--- config.mk ---
export PLATFORM = sky130hd
export DESIGN_NAME = ex_mem_stage
export DESIGN_NICKNAME = d
export VERILOG_FILES = /design/src/rtl/ex_mem_stage.sv
export SDC_FILE = /design/constraint.sdc
export NUM_CORES = 2
export LEC_CHECK = 0
export CORE_MARGIN = 3
export CORE_UTILIZATION = 32
export CTS_BUF_LIST = sky130_fd_sc_hd__clkbuf_4
export CTS_CLUSTER_SIZE = 12
export DETAILED_ROUTE_END_ITERATION = 10
export GPL_TIMING_DRIVEN = 1
export PLACE_DENSITY = 0.51
export SYNTH_ARGS = -nofsm -noshare
export SYNTH_HDL_FRONTEND = slang
export SYNTH_SLANG_ARGS = --single-unit
--- constraint.sdc ---
create_clock -name clk -period 23.9 [get_ports clk]
set_input_delay 5.975 -clock clk [delete_from_list [all_inputs] [get_ports clk]]
set_output_delay 5.975 -clock clk [all_outputs]
set_load 0.1 [all_outputs]
--- src/rtl/ex_mem_stage.sv ---
// Execute stage (forwarding, ALU, branch/jump resolve) plus EX/MEM register and syscall halt FSM.
// Latency: 1 cycle to mem_*, redirect is same-cycle; stall holds the register and FSM and suppresses redirect.
module ex_mem_stage #(
  parameter logic [31:0] HALT_CODE    = 32'd10,
  parameter int          DRAIN_CYCLES = 2
) (
  input  logic        clk,
  input  logic        rst,
  input  logic        stall,
  input  logic        go,
  input  logic        ex_status,
  input  logic        ex_bltz,
  input  logic        ex_beq,
  input  logic        ex_bne,
  input  logic        ex_jmp,
  input  logic        ex_jr,
  input  logic        ex_jal,
  input  logic        ex_syscall,
  input  logic        ex_sh,
  input  logic        ex_memtoreg,
  input  logic        ex_memwrite,
  input  logic        ex_regwrite,
  input  logic        ex_alusrcb,
  input  logic [3:0]  ex_aluop,
  input  logic [1:0]  ex_forward1,
  input  logic [1:0]  ex_forward2,
  input  logic [31:0] ex_r1,
  input  logic [31:0] ex_r2,
  input  logic [31:0] ex_imm16,
  input  logic [31:0] ex_imm26,
  input  logic [31:0] ex_pcand4,
  input  logic [31:0] ex_pc,
  input  logic [4:0]  ex_shamt,
  input  logic [4:0]  ex_writereg,
  input  logic [31:0] wb_data,
  output logic        redirect,
  output logic [31:0] redirect_pc,
  output logic [31:0] mem_result,
  output logic [31:0] mem_r2,
  output logic [31:0] mem_pc,
  output logic [4:0]  mem_writereg,
  output logic        mem_regwrite,
  output logic        mem_memtoreg,
  output logic        mem_memwrite,
  output logic        mem_sh,
  output logic        mem_status,
  output logic        halted,
  output logic [31:0] cnt_instr,
  output logic [31:0] cnt_taken
);

  typedef enum logic [1:0] {RUN, DRAIN, HALTED} state_t;

  state_t      state, next_state;
  logic [7:0]  drain_cnt, next_drain_cnt;
  logic [31:0] x, yr, y, alu, result;
  logic        taken, jump, halt_trig, valid_ld;

  logic unused_bits;
  assign unused_bits = ^ex_imm26[31:26];

  always_comb begin
    unique case (ex_forward1)
      2'b01:   x = mem_result;
      2'b10:   x = wb_data;
      default: x = ex_r1;
    endcase
    unique case (ex_forward2)
      2'b01:   yr = mem_result;
      2'b10:   yr = wb_data;
      default: yr = ex_r2;
    endcase
    y = ex_alusrcb ? ex_imm16 : yr;
  end

  always_comb begin
    alu = 32'd0;
    case (ex_aluop)
      4'd0:    alu = y << ex_shamt;
      4'd1:    alu = $unsigned($signed(y) >>> ex_shamt);
      4'd2:    alu = y >> ex_shamt;
      4'd3:    alu = x * y;
      4'd5:    alu = x + y;
      4'd6:    alu = x - y;
      4'd7:    alu = x & y;
      4'd8:    alu = x | y;
      4'd9:    alu = x ^ y;
      4'd10:   alu = ~(x | y);
      4'd11:   alu = {31'd0, $signed(x) < $signed(y)};
      4'd12:   alu = {31'd0, x < y};
      default: alu = 32'd0;
    endcase
    result = ex_jal ? ex_pcand4 : alu;
  end

  assign taken = ex_status && ((ex_beq && x == yr) || (ex_bne && x != yr) || (ex_bltz && x[31]));
  assign jump  = ex_status && (ex_jmp || ex_jal || ex_jr);

  always_comb begin
    if (ex_jr)
      redirect_pc = x;
    else if (ex_jmp || ex_jal)
      redirect_pc = {ex_pcand4[31:28], ex_imm26[25:0], 2'b00};
    else
      redirect_pc = ex_pcand4 + (ex_imm16 << 2);
  end

  assign redirect  = (state == RUN) && !stall && (taken || jump);
  assign halt_trig = (state == RUN) && !stall && ex_status && ex_syscall && (x == HALT_CODE);
  // The halting syscall itself retires as a bubble, as does everything outside RUN.
  assign valid_ld  = (state == RUN) && !stall && ex_status && !halt_trig;
  assign halted    = (state == HALTED);

  always_comb begin
    next_state     = state;
    next_drain_cnt = drain_cnt;
    if (!stall) begin
      case (state)
        RUN: if (halt_trig) begin
          next_state     = DRAIN;
          next_drain_cnt = 8'd0;
        end
        DRAIN: begin
          next_drain_cnt = drain_cnt + 8'd1;
          if (drain_cnt == 8'(DRAIN_CYCLES - 1))
            next_state = HALTED;
        end
        HALTED: if (go) next_state = RUN;
        default: next_state = RUN;
      endcase
    end
  end

  always_ff @(posedge clk) begin
    if (!rst) begin
      state     <= RUN;
      drain_cnt <= 8'd0;
    end else begin
      state     <= next_state;
      drain_cnt <= next_drain_cnt;
    end
  end

  always_ff @(posedge clk) begin
    if (!rst) begin
      mem_result   <= 32'd0;
      mem_r2       <= 32'd0;
      mem_pc       <= 32'd0;
      mem_writereg <= 5'd0;
      mem_regwrite <= 1'b0;
      mem_memtoreg <= 1'b0;
      mem_memwrite <= 1'b0;
      mem_sh       <= 1'b0;
      mem_status   <= 1'b0;
      cnt_instr    <= 32'd0;
      cnt_taken    <= 32'd0;
    end else begin
      if (valid_ld) cnt_instr <= cnt_instr + 32'd1;
      if (redirect) cnt_taken <= cnt_taken + 32'd1;
      if (!stall) begin
        mem_result   <= result;
        mem_r2       <= yr;
        mem_pc       <= ex_pc;
        mem_writereg <= ex_writereg;
        mem_regwrite <= valid_ld && ex_regwrite;
        mem_memtoreg <= valid_ld && ex_memtoreg;
        mem_memwrite <= valid_ld && ex_memwrite;
        mem_sh       <= valid_ld && ex_sh;
        mem_status   <= valid_ld;
      end
    end
  end

endmodule

* Word level (Yosys, flattened, before mapping)
Cells that the tools add are included.
Word-level totals: bits in registers 180, bits of input ports 259, output and inout bits 204, logic and storage cells 94
Operators by class: add/subtract/negate cells 6, multiply operators 1, magnitude comparators 2, eq/ne operators 24, shift-type cells 3, multiplexer cells 13, bitwise logic cells 5, reduce and logical (&&, ||, !) cells 27
Operators by type and width (number):
- 32-bit one-hot mux with 12 select lines | 1
- 32-bit two-way mux | 4
- 32-bit one-hot mux with 2 select lines | 2
- 32-bit by 1-bit adder with 32-bit output (second input constant) | 2
- 32-bit adder | 2
- 32-bit less-than comparator | 2
- 32-bit bitwise AND | 1
- 32-bit == test | 1
- 32-bit by 4-bit == test with 1-bit output (second input constant) | 1
- 32-bit by 32-bit multiplier with 32-bit output | 1
- 32-bit inequality test | 1
- 32-bit NOT | 1
- 32-bit OR | 1
- 32-bit by 5-bit << shifter with 32-bit output | 1
- 32-bit by 5-bit right shift with 32-bit output | 1
- 32-bit by 5-bit >>> shifter with 32-bit output | 1
- 32-bit subtractor | 1
- 32-bit bitwise XOR | 1
- 4-bit == test (second input constant) | 5
- 8-bit one-hot mux with 2 select lines | 1
- 1-bit logical AND | 15
- 4-bit by 3-bit == test with 1-bit output (second input constant) | 3
- 8-bit by 1-bit adder with 8-bit output (second input constant) | 1
- 4-bit by 2-bit == test with 1-bit output (second input constant) | 2
- 16 further kinds | 29

* Longest topological paths before layout
depth after elaboration 9, mapped depth 37

* Least setup slack after synthesis
Ideal clock, no wire load.
kind in2out, start point input port ex_imm16[1], end point output port redirect_pc[31], arrival 10.419 ns, data required time 17.925 ns, path slack 7.506 ns, stages on the path 12, path buffers 0, path through ha_1 a211oi_1 o21ai_0 nand4_1 a31oi_1 a311oi_1 o211ai_1 o311a_1 o21ai_0 nand3b_1 xor2_1 o21ai_0
On the way: word-level cells in the longest chain between the ends 3
RTL lines:
- start, declared | RTL line 29 | input logic [31:0] ex_imm16,
- 32-bit adder | RTL line 105 | redirect_pc = ex_pcand4 + (ex_imm16 << 2);
- 32-bit two-way mux | RTL line 102 | else if (ex_jmp || ex_jal)
- 32-bit two-way mux | RTL line 100 | if (ex_jr)
- end, declared | RTL line 37 | output logic [31:0] redirect_pc,
Every way passes these cells.

* Worst setup path after layout
Same ends and word-level chain as after synthesis.

==> results.toml <==
[status]
status = "finished clean"

[drt]
vias = 38249
vias_per_cell = 5.90
firstDrtPassIters = 6
drc = 0
ant_nets = 0
wl_per_cell_microns = 32.4
drt-initial-drc-count = 4159
routed_wl_mm = 210

[logic_synthesis]
synthArstFlopShare_pct = 0
ys_seq_area_share_pct = 9.81
ys.flop_type = "dfxtp_1"
ys_types = 100
synth-xor-area-share_pct = 4.37
yosysWarnings = 0
synth_simple_gate_area_share_pct = 20.0
synth_top_family_by_area = "adder cells"
synth.cell_area_sq_um = 36700
syn_avg_cell_area_sq_um = 7.87
synthMuxAreaShare_pct = 4.94
synth-edff-count = 0
synth_compound_area_share_pct = 20.6
ys_ff_latch = 180
syn-instance-count = 4667
syn_nets = 5593
synth_fa_ha_area_share_pct = 31.1

[worst_setup_path]
path_cells = "clkdlybuf4s50_1, ha_1, a211oi_1, o21ai_0, nand4_1, a31oi_1, a311oi_1, o211ai_1, o311a_1, o21ai_0, nand3b_1, xor2_1, o21ai_0, clkdlybuf4s50_1"
critPathCaptureType = "output port"
critPathTopFamily = "compound AO/OA/AOI/OAI gates"
crit_path_top_delay_cell = "clkdlybuf4s50_1"
cp_common_cell = "o21ai_0"
cp.arrival_ps = 11790
path_class = "input pin to output port"
cp_num_buf_inv = 2
crit_path_start_kind = "input pin"
crit_required_ps = 17930
slowest_delay_ps = 1280
path_max_fanout = 5

[clock_tree]
cts_tree = "yes"
cts_max_level = 4
cts-hold-fix-buffers = 0
clock-sinks = 180
cts_setup_buffers = 0
worstSkewPairLatency_ps = 760
cts.path.max_buffers = 2
clk_pin_slew_ps = 160
root_buffer = "clkbuf_4"
post_cts_resized = 0
numCtsBuffers = 17

[final_layout]
final_common_cell = "nor2_1"
fin_area_sq_um = 43100
drive_gt1_share_pct = 6.24
fin_nets = 5879
stdcell_count = 6487
area_growth_pct = 17.2
layout_common_cells = "553 x nor2_1, 502 x inv_1, 460 x nand2_1, 441 x clkdlybuf4s50_1, 411 x fa_1"
final_util_pct = 38.0

[sta]
finalMaxSlewViolations = 0
fmax_mhz = 56.3
rsz0062_at_grt = "false"
finalHoldViolations = 0
tightest_slew_ps = 1330
fin_skew_ps = 66.5
min_period_over_period_pct = 74.3
tns_ps = 0
finalSetupViolations = 0
relSlewSlack_pct = 11.2
period_minus_slack_ps = 17760

[flow_run]
maxCapViolations = 0

[floorplan]
die_x_microns = 345
coreArea_sq_um = 113000
die_h_microns = 345
num_rows = 123
io_pins = 463
start_util_pct = 32.4
die-area_sq_um = 119000

[placed_design]
gp_congestion = 1.02
placed_area_sq_um = 42700
hpwl_mm = 163
numPortBuffers = 456
placedCellCount = 6434

[grt]
grt_antenna_before_repair = 43
grt_max_degree = 89
groute.usage.overall_pct = 34.7
first_global_vias = 37290
grt_pass1_wl_mm = 291
grt.overflow.total = 0

[min_path]
holdCritPathClass = "register to register"
[synth_stat cells, types with 33 or more instances]
master	n	share of area [%]
buf_1	39	0.40
a221o_1	49	1.3
o211ai_1	62	1.3
nand3_1	55	0.75
nand2_1	461	4.7
a221oi_1	65	1.5
nor2_1	556	5.7
a21o_1	37	0.76
clkbuf_1	184	1.9
xnor2_1	137	3.3
and2_1	92	1.6
fa_1	411	22
ha_1	256	8.7
nor3_1	52	0.71
buf_2	52	0.71
mux4_2	33	2.0
a31oi_1	37	0.63
mux2i_1	96	2.6
o21ai_0	203	2.8
a211oi_1	72	1.5
a22oi_1	35	0.72
inv_1	503	5.1
xor2_1	41	0.98
dfxtp_1	180	9.8
nand2b_1	63	1.1
nor2b_1	124	2.1
a21oi_1	244	3.3
[sequential cells by signal (all words and copies together) (netlist names)]
name / count
mem_memwrite: 1
cnt_instr: 32
mem_pc: 32
cnt_taken: 32
mem_writereg: 5
mem_sh: 1
drain_cnt: 8
mem_result: 32
state: 2
mem_regwrite: 1
mem_memtoreg: 1
mem_r2: 32
mem_status: 1
[metal layers]
layer	track usage, %	vias to the layer above	wire length (microns)
li1	-	16447	-
met1	43.6	19049	82100
met2	53.7	2205	92900
met3	8.28	522	19900
met4	21.3	26	15000
met5	0	-	177
[cell families (layout without fill, tap and decap cells)]
family / after synthesis / in the layout
and+or+nand+nor: 1576 / 1576
AOI/OAI and AO/OA: 1084 / 1084
buffers and inverters: 841 / 1139
adders and majority gates: 667 / 667
xor gates and xnor gates: 180 / 180
DFF: 180 / 180
muxes: 139 / 139
other: 0 / 22
[stage by stage]
| step | hold slack [ps] | setup slack [ps] |
|---|---|---|
| after floorplan | 481 | 7510 |
| after global placement | 460 | 6240 |
| after detailed placement | 470 | 6260 |
| after CTS | 492 | 6240 |
| after global routing | 521 | 6100 |
| final | 489 | 6140 |
[final cells by class]
class	count	area, sq um
Fill cell	12027	70200
Multi-Input combinational cell	3646	29900
Timing Repair Buffer	568	5350
Sequential cell	180	3600
Inverter	540	2030
Tap cell	1500	1880
Clock inverter	14	168
Clock buffer	17	128
Antenna cell	22	55.1
[worst min-delay path, delay by kind of cell (launching register included)]
| kind | cells | cell delay [ps] |
|---|---|---|
| AO/OA/AOI/OAI | 1 | 60 |
| flip-flops | 1 | 350 |
| AND/OR/NAND/NOR | 1 | 50 |
[final timing paths]
check / from / end / slack (ps) / cells past startpoint
max: ex_imm16[1] / redirect_pc[31] / 6140 / 14
min: mem_r2[26] / mem_r2[26] / 490 / 2
max reg2reg: mem_result[5] / mem_result[30] / 13770 / 31
min reg2reg: mem_r2[26] / mem_r2[26] / 490 / 2
Power is left out: the tool's default activity adds up to more than one toggle a clock period on the data nets, which glitch-free logic cannot reach.
